--- src/rtl/branch_resolution_unit.sv ---
// Branch resolution: checks EX/MEM outcome against fetch prediction, redirects fetch and trains predictor.
// Optional macro BRU_PERF_CNT_EN adds saturating branch/mispredict performance counters.
module branch_resolution_unit #(
    parameter int PC_WIDTH     = 12,
    parameter int DRAIN_CYCLES = 2,
    parameter int CNT_WIDTH    = 16
) (
    input  logic                clk,
    input  logic                reset,
    input  logic                ex_mem_valid,
    input  logic [PC_WIDTH-1:0] ex_mem_pc,
    input  logic                ex_mem_branch,
    input  logic                ex_mem_taken,
    input  logic [PC_WIDTH-1:0] ex_mem_target,
    input  logic                ex_mem_pred_taken,
    input  logic [PC_WIDTH-1:0] ex_mem_pred_target,
    input  logic                ex_mem_btb_hit,
    input  logic                redirect_ready,
    output logic                redirect_valid,
    output logic [PC_WIDTH-1:0] redirect_pc,
    output logic                flush,
    output logic                busy,
    output logic                train_valid,
    output logic                train_taken,
    output logic                train_alloc,
    output logic                train_invalidate
`ifdef BRU_PERF_CNT_EN
    ,
    output logic [CNT_WIDTH-1:0] perf_branches,
    output logic [CNT_WIDTH-1:0] perf_mispredicts
`endif
);

    typedef enum logic [1:0] {IDLE, REDIRECT, DRAIN} state_t;

    state_t        state, state_nxt;
    logic [3:0]    drain_cnt;
    logic          eval, actual, tgt_mis, mp, detect;
    logic [PC_WIDTH-1:0] correct_pc;

    // Reset gates evaluation so every output drops in the same cycle reset rises.
    assign eval       = ex_mem_valid & (state == IDLE) & ~reset;
    assign actual     = ex_mem_branch & ex_mem_taken;
    assign tgt_mis    = ex_mem_pred_target != ex_mem_target;
    assign mp         = (ex_mem_pred_taken != actual)
                      | (ex_mem_pred_taken & actual & tgt_mis)
                      | (~ex_mem_branch & ex_mem_btb_hit);
    assign detect     = eval & mp;
    assign correct_pc = actual ? ex_mem_target : ex_mem_pc + PC_WIDTH'(4);

    assign flush          = detect | (state != IDLE);
    assign busy           = state != IDLE;
    assign redirect_valid = state == REDIRECT;

    always_comb begin
        state_nxt = state;
        case (state)
            IDLE:     if (detect)          state_nxt = REDIRECT;
            REDIRECT: if (redirect_ready)  state_nxt = DRAIN;
            DRAIN:    if (drain_cnt == '0) state_nxt = IDLE;
            default:                       state_nxt = IDLE;
        endcase
    end

    always_ff @(posedge clk or posedge reset) begin
        if (reset) begin
            state       <= IDLE;
            drain_cnt   <= '0;
            redirect_pc <= '0;
        end else begin
            state <= state_nxt;
            if (detect)
                redirect_pc <= correct_pc;
            if (state == REDIRECT && redirect_ready)
                drain_cnt <= 4'(DRAIN_CYCLES - 1);
            else if (state == DRAIN && drain_cnt != '0)
                drain_cnt <= drain_cnt - 4'd1;
        end
    end

    // Training strobes are recomputed every cycle, so each one lasts exactly one cycle.
    always_ff @(posedge clk or posedge reset) begin
        if (reset) begin
            train_valid      <= 1'b0;
            train_taken      <= 1'b0;
            train_alloc      <= 1'b0;
            train_invalidate <= 1'b0;
        end else begin
            train_valid      <= eval & (ex_mem_branch | ex_mem_btb_hit);
            train_taken      <= eval & actual;
            train_alloc      <= eval & ex_mem_branch & actual
                              & (~ex_mem_btb_hit | ~ex_mem_pred_taken | tgt_mis);
            train_invalidate <= eval & ~ex_mem_branch & ex_mem_btb_hit;
        end
    end

`ifdef BRU_PERF_CNT_EN
    always_ff @(posedge clk or posedge reset) begin
        if (reset) begin
            perf_branches    <= '0;
            perf_mispredicts <= '0;
        end else begin
            if (eval && ex_mem_branch && !(&perf_branches))
                perf_branches <= perf_branches + CNT_WIDTH'(1);
            if (detect && !(&perf_mispredicts))
                perf_mispredicts <= perf_mispredicts + CNT_WIDTH'(1);
        end
    end
`endif

endmodule

--- config.mk ---
export PLATFORM = sky130hd
export DESIGN_NAME = branch_resolution_unit
export DESIGN_NICKNAME = d
export VERILOG_FILES = /design/src/rtl/branch_resolution_unit.sv
export SDC_FILE = /design/constraint.sdc
export NUM_CORES = 1
export LEC_CHECK = 0
export CAP_MARGIN = 20
export CORE_UTILIZATION = 42
export DETAILED_ROUTE_END_ITERATION = 8
export HOLD_SLACK_MARGIN = 0.03
export PLACE_DENSITY = 0.81
export SYNTH_ARGS = -nofsm -noshare
export SYNTH_HDL_FRONTEND = slang
export SYNTH_SLANG_ARGS = --single-unit
--- constraint.sdc ---
create_clock -name clk -period 3.7 [get_ports clk]
set_clock_uncertainty 0.1 [all_clocks]
set_input_delay 0.925 -clock clk [delete_from_list [all_inputs] [get_ports clk]]
set_output_delay 0.925 -clock clk [all_outputs]
set_load 0.01 [all_outputs]
### Word level (Yosys, flattened, before mapping)

Index checks and enable logic that the tools add are counted.

| storage, ports and cells | value |
|---|---|
| register bits | 22 |
| bits in latches | 0 |
| memory bits (writable) | 0 |
| memory bits (read-only) | 0 |
| output and inout port bits | 19 |
| memories | 0 |

| cells by class | value |
|---|---|
| add/sub/neg operators | 2 |
| $mul | 0 |
| divide/modulo/power cells | 0 |
| magnitude comparators | 0 |
| equal/unequal tests | 7 |
| shift-type cells | 0 |
| mux-type cells | 7 |
| bitwise logic cells | 24 |
| reduce and logical (&&, ||, !) cells | 8 |

Operator list:

| kind | count |
|---|---|
| $and A1 B1 Y1 | 14 |
| $add A12 B3 Y12 const B | 1 |
| $mux W12 | 1 |
| $ne A12 B12 Y1 | 1 |
| $mux W4 | 2 |
| $mux W2 | 3 |
| $ne A2 B2 Y1 const B | 3 |
| $or A1 B1 Y1 | 6 |
| $pmux W2 S3 | 1 |
| $logic_not A4 Y1 | 1 |
| $not A1 Y1 | 4 |
| $reduce_bool A2 Y1 | 2 |
| $reduce_bool A4 Y1 | 1 |
| $sub A4 B1 Y4 const B | 1 |
| $reduce_and A3 Y1 | 1 |
| $eq A2 B1 Y1 const B | 1 |
| $eq A2 B2 Y1 const B | 1 |
| $logic_and A1 B1 Y1 | 2 |
| $logic_not A2 Y1 | 1 |
| $ne A1 B1 Y1 | 1 |

### Depth between registers and ports, before layout

| logic depth | value |
|---|---|
| depth in word-level cells | 8 |
| gate-level depth with buffers | 8 |

### Least setup slack after synthesis

Ideal clock, no wire load.

| timing path | value |
|---|---|
| path type | input -> output |
| from | in ex_mem_branch |
| to | out flush |
| arrival time | 2.543 ns |
| required time | 2.675 ns |
| setup slack | 0.132 ns |
| stages | 8 |
| buffers on the path | 2 |
| path through | nand2_1 buf_1 inv_1 ha_1 o31ai_2 a31oi_4 buf_12 or2_2 |

| on the way | value |
|---|---|
| word-level cells in the longest chain between the ends | 7 |
| elaborated cells on any way between the ends | 10 |
| classes of those cells | 1 x eq/ne; 9 x bitwise |

RTL lines:

| item | RTL line | source |
|---|---|---|
| start: declaration | 12 | `input logic ex_mem_branch,` |
| $and A1 B1 Y1 | 43 | `assign actual = ex_mem_branch & ex_mem_taken;` |
| $and A1 B1 Y1 (2 in a row) | 46 | `\| (ex_mem_pred_taken & actual & tgt_mis)` |
| $or A1 B1 Y1 | 46 |  |
| $or A1 B1 Y1 * | 47 | `\| (~ex_mem_branch & ex_mem_btb_hit);` |
| $and A1 B1 Y1 * | 48 | `assign detect = eval & mp;` |
| $or A1 B1 Y1 * | 51 | `assign flush = detect \| (state != IDLE);` |
| end: declaration | 21 | `output logic flush,` |

Mark *: on every way between the ends. The rest lies on a longest branch, timed or not.

### Final worst setup path

| timing path | value |
|---|---|
| from | in ex_mem_taken |
| to | out flush |

| on the way | value |
|---|---|
| word-level cells in the longest chain between the ends | 7 |
| elaborated cells on any way between the ends | 8 |
| classes of those cells | 1 x eq/ne; 7 x bitwise |

RTL lines:

| item | RTL line | source |
|---|---|---|
| start: declaration | 13 | `input logic ex_mem_taken,` |
| $and A1 B1 Y1 * | 43 |  |
| $and A1 B1 Y1 (2 in a row) | 46 |  |
| $or A1 B1 Y1 * | 46 |  |
| $or A1 B1 Y1 * | 47 |  |
| $and A1 B1 Y1 * | 48 |  |
| $or A1 B1 Y1 * | 51 |  |

Marked as above.

==> key figures <==
STA
  • Slew Limit Fails: 0
  • Post-layout min period: 3.58 ns
  • Final setup fails: 0
  • Fmax: between 200 and 300 MHz
  • Hold Vio Cnt, Final: 0
  • Slew @ Worst Pin: 0.823 ns
  • Relative slew slack: 45.1%
  • Min setup slack post-route: 0.118 ns
  • Final Cycle Share: 96.8%
  • Unrepaired setup endpoints after global routing: false

Setup path
  • Crit-path cells: clkdlybuf4s50_1, nand2_2, inv_2, ha_4, o31ai_4, a31oi_4, or2_2, clkdlybuf4s15_1
  • Crit path DAT: 2.56 ns
  • Slowest stage cell, crit path: clkdlybuf4s50_1
  • Crit path kind: in2out
  • Critical Path RT: 2.67 ns
  • Maximum fanout along the worst path: 2
  • CP Capture Type: output pin
  • Reg2Reg Depth: 6
  • Critical Path Max Stage Delay: between 0.4 and 0.5 ns
  • CP startpoint kind: input port

Route
  • ANT nets after route: 0
  • WL final: 3500 µm
  • TritonRoute pass-1 iters: 5
  • DRC violations left: 0
  • 1st-iter DRT viols: 50
  • Drt wl/cell: 14.0 µm
  • Vias: 1220
  • Via/cell ratio: 4.88

Synth
  • Synth area leader: dfrtp_1
  • Synth async-reset ratio: 100%
  • Mean Syn Cell Area: 10.7 µm²
  • Synthesized Nets: around 180
  • Share of the yosys chip area belonging to registers: slightly below 40%
  • Top-area cell type share of the netlist area: 39.1%
  • Synth top area cells: dfrtp_1, mux2_4, xnor2_1
  • Synth warn: 0
  • Post-synth EDFFs: 0
  • Synth cell types: 33
  • Post-Synthesis Cell Area: around 1400 µm²
  • Synth Flop Type: dfrtp_1
  • Syn Inst Count: 132
  • Yosys reg bits: 22

Place
  • Setup WS pre-CTS: -0.247 ns
  • # port buffers: 62
  • HPWL after DPL: 2750 µm
  • Placer Congestion: 0.799

Floorplanning
  • Initial Utilization: between 40% and 50%
  • Num ports: 63
  • Row cnt: 20
  • DIE AREA: 3580 µm²
  • Area of the core: 3100 µm²
  • DIE WIDTH: 59.9 µm
  • Die Height: 59.9 µm

Clocking
  • Clock Tree Buf Depth: 2
  • Post-CTS Hold Fix Bufs: 0
  • Clock sinks: 22
  • # H-tree levels: 1
  • Post-CTS setup buffer count: 0
  • Root Driver: clkbuf_4
  • TritonCTS clock tree: yes
  • Clock latency at the later pin of the worst-skew pair: between 0.3 and 0.4 ns
  • Reg clk slew, reported paths: 0.13 ns
  • Num CTS Buffers: 3

Global route
  • Top Usage Layer GRT: met2
  • Met3 GRT Util: 3.25%
  • Met1 Use GR: 26.5%
  • Vias in the first global route: between 1000 and 1500
  • M2 GR Usage: 38.6%
  • Grt ovf: 0
  • First-pass GRT wire length: roughly 5700 µm
  • Antenna violations before repair: 0
  • GRT Overall Usage: a little over a fifth
  • Largest net degree at the start of global routing: 23

Status
  • Status: finished clean

Layout
  • Most frequent cells in the layout: clkdlybuf4s50_1, dfrtp_1, nor2_1
  • Final core utilization: a little under three quarters
  • Filler cells: 266
  • Area Growth Syn to Fin: 56.6%
  • Proportion of layout cells with a drive suffix above 1: between 20% and 30%
  • Ant diodes: 0
  • Leading cell type in the layout, fill and taps excluded: clkdlybuf4s50_1
  • Final net count: roughly 250

Power and ir drop
  • VDD IR max: roughly 380 µV
  • Leak: approximately 0.9 nW
  • PwrDens: 500 nW/µm²

Job
  • Max_cap viols: 0

Min path
  • Worst Hold Class: reg2reg
  • Hold path depth: 1
## metal layers
layer | part of all wire [%] | vias up
met2 | 51 | 43
li1 | - | 593
met4 | 1.5 | 0
met3 | 4.3 | 6
met5 | 0 | -
met1 | 43 | 578
## critical path: cells and delay by family
family,cells,cell delay [ns]
buf+inv,3,0.78
simple gates,2,0.34
compound gates,2,0.30
fa+ha+maj,1,0.21
## path summary, 6_finish.rpt
check / from / to / slack (ns)
worst max-delay path: ex_mem_taken / flush / 0.12
worst min-delay path: redirect_pc[0] / redirect_pc[0] / 0.43
worst max register to register: state[1] / redirect_pc[9] / 1.65
worst min register to register: redirect_pc[0] / redirect_pc[0] / 0.43
max in group asynchronous: reset / redirect_pc[4] / 1.96
min in group asynchronous: reset / train_taken / 1.04
## synthesized netlist by cell type (2+ instances only)
cell     count
inv_1        5
a21oi_1     10
nand3_1      2
and2_2       2
and2_1       2
mux2_4       8
xor2_1      11
ha_1         3
or2_2        2
nand4_1      4
dfrtp_1     22
nor3_1       2
xnor2_1     12
nand2_1      7
nor2_1      16
mux2_2       7
## per-stage QoR
stage	instance area, µm²	setup TNS, ns	hold slack (ns)	instances	power, mW
after floorplan	1410	0	0.406	132	0.686
after global placement	2140	-0.214	0.393	246	0.944
after detailed placement	2140	-0.247	0.391	246	0.963
after CTS	2200	0	0.425	250	1.11
after global routing	2200	0	0.441	250	1.17
final	2200	0	0.425	250	1.10
## sequential cells by signal (all words and copies together), names as in the netlist
| signal | cells |
|---|---|
| train_valid | 1 |
| drain_cnt | 4 |
| redirect_pc | 12 |
| state | 2 |
| train_alloc | 1 |
| train_invalidate | 1 |
| train_taken | 1 |
## kinds of logic (layout without fill, tap and decap cells)
family                     count (synthesis)  after routing  synth area share, %
and+or+nand+nor                           46             46                 18.8
xor gates and xnor gates                  23             23                 14.3
DFF                                       22             22                 39.1
AOI/OAI and AO/OA                         15             15                 7.65
muxes                                     15             15                 14.1
buffers and inverters                      8             82                 3.29
adders and majority gates                  3              3                 2.67
## repair_timing
action                     CTS  global route
gates resized for setup      5             3
setup endpoints to repair    1             1
pin swaps                    1             5
## cell type report
type | instances | area [µm²] | share of cell area [%]
Multi-Input combinational cell | 102 | 836 | 38.0
Clock buffer | 4 | 36.3 | 1.65
Sequential cell | 22 | 551 | 25.0
Inverter | 5 | 18.8 | 0.852
Tap cell | 44 | 55.1 | 2.50
Timing Repair Buffer | 73 | 706 | 32.0
## where the power goes
part / switching, mW / leakage, nW / internal, mW
Combinational: 0.211 / 0.635 / 0.352
Clock: 0.0809 / 0.0210 / 0.0602
Sequential: 0.0586 / 0.270 / 0.338
Note: power is estimated with default switching activity, not from simulation.
==> RTL change (same settings) <==
Change the parameter `PC_WIDTH` from 12 to 24.
--- a/src/rtl/branch_resolution_unit.sv
+++ b/src/rtl/branch_resolution_unit.sv
@@ -1,7 +1,7 @@
 // Branch resolution: checks EX/MEM outcome against fetch prediction, redirects fetch and trains predictor.
 // Optional macro BRU_PERF_CNT_EN adds saturating branch/mispredict performance counters.
 module branch_resolution_unit #(
-    parameter int PC_WIDTH     = 12,
+    parameter int PC_WIDTH     = 24,
     parameter int DRAIN_CYCLES = 2,
     parameter int CNT_WIDTH    = 16
 ) (
Interface: changed (resized ex_mem_pc, ex_mem_pred_target, ex_mem_target and redirect_pc); port bits go from 63 to 111. The function was not compared with the original's and may differ.
==> RTL change against the unedited design <==
- clock power rose to 3.0 times the old value
- sequential cell count is 12 higher
- design area increased by 75%
- global-route usage increased by 3.7 points
- worst hold slack got worse by 38 ps
- core utilization is 2.4 points higher
- setup slack worse by 5.7 ps
- sequential share of layout area fell by 2.9 points
- routed wire length grew 100%
- synthesized area rose by 66%
- power increased by 71%
- maximum frequency down 0.16%
- via count is 96% higher
==> RTL change: results (changes against the unedited design) <==
Run status: finished, final reports clean (unchanged)
Post-DP HPWL: 5500 um (was 2750 um)
Num CTS Buffers: 5 (was 3)
# H-tree levels: 2 (was 1)
Complex-gate fraction of the synthesized area: 9.84% (was 7.65%)
Distinct cells, synth: 40 (was 33)
Leakage: 1.64 nW (was 0.926 nW)
Vias in the first global route: 2401 (was 1247)
Synth top area cells: dfrtp_1 (36%), xnor2_1 (12%), mux2_1 (8.7%) (was dfrtp_1 (39%), mux2_4 (8.5%), xnor2_1 (7.5%))
Syn Nets: 341 (was 179)
GRT met3 Usage: 6.59% (was 3.25%)
Slew at the pin with the worst max-slew slack: 694 ps (was 823 ps)
Largest net degree at the start of global routing: 42 (was 23)
First-pass iteration count of the detailed router: 4 (was 5)
Int Power: 0.00131 W (was 0.000750 W)
Fill count: 400 (was 266)
Power Total: 0.00188 W (was 0.00110 W)
Initial DRC Count: 84 (was 50)
Top flop regs: redirect_pc (24), drain_cnt (4), state (2) (was redirect_pc (12), drain_cnt (4), state (2))
Routed wire per std cell: 15.7 um (was 14.0 um)
Post-synthesis mux area share: 11.6% (was 14.1%)
Final nets: 465 (was 254)
Wire length on met2: 3610 um (was 1780 um)
First-pass GRT wire length: 11600 um (was 5710 um)
Worst-path clk slew: 70 ps (was 130 ps)
Clock power frac: 22.8% (was 12.8%)
Share of layout cells above drive strength 1: 11.7% (was 21.8%)
Worst-Skew Late Latency: 280 ps (was 320 ps)
Maximum VDD drop: 0.000329 V (was 0.000384 V)
Post-Syn Instances: 258 (was 132)
DR vias/cell: 5.29 (was 4.88)
Root Buffer Master: clkbuf_8 (was clkbuf_4)
Xor-xnor portion of the synthesized cell area: 14.6% (was 14.3%)
Comb power frac: 44.0% (was 51.1%)
Metal3 WL: 606 um (was 152 um)
[RTL change: cell count changes after synthesis, sizes merged, moves of 4 or more]
cell / before / now
nand2: 7 / 41
xnor2: 12 / 32
o21ai: 0 / 15
dfrtp: 22 / 34
nand3: 2 / 13
mux2: 15 / 24
nand4: 4 / 12
a21oi: 10 / 3
a31oi: 1 / 5
and2: 4 / 0
clkbuf: 1 / 5
inv: 5 / 9
xor2: 11 / 7
[RTL change: critical path: stages]
cell and delay [ps]:
clkdlybuf4s50_1 430, xnor2_1 200, nand4_1 170, nor4_4 350, a21oi_2 110, nand2b_1 150, clkdlybuf4s15_1 230
[RTL change: repair_timing]
| action | CTS | global route |
|---|---|---|
| gates resized for setup | 4 | 17 |
| setup endpoints to repair | 1 | 1 |
| pin swaps | 1 | 12 |
| hold buffers | 0 | 0 |
| hold endpoints to repair | 0 | 0 |
| buffers inserted | 0 | 0 |
[RTL change: worst paths after layout]
check	start	end	slack [ps]	depth (start not counted)
worst max-delay path	ex_mem_pred_target[10]	flush	110	7
worst min-delay path	redirect_pc[15]$_DFFE_PP0P_	redirect_pc[15]$_DFFE_PP0P_	390	1
worst max register to register	state[1]$_DFFE_PP0P_	redirect_pc[18]$_DFFE_PP0P_	1590	6
worst min register to register	redirect_pc[15]$_DFFE_PP0P_	redirect_pc[15]$_DFFE_PP0P_	390	1
max in group asynchronous	reset	train_alloc$_DFF_PP0_	2150	3
min in group asynchronous	reset	state[0]$_DFFE_PP0P_	1030	3
[RTL change: final cells by class]
cell class / count / area, um2 / area share [%]
clock inverter: 2 / 60.1 / 1.56
tap: 70 / 87.6 / 2.28
timing repair buffer: 124 / 1230 / 32.0
clock buffer: 6 / 82.6 / 2.15
sequential: 34 / 851 / 22.1
inverter: 9 / 37.5 / 0.977
multi-input combinational: 208 / 1500 / 38.9
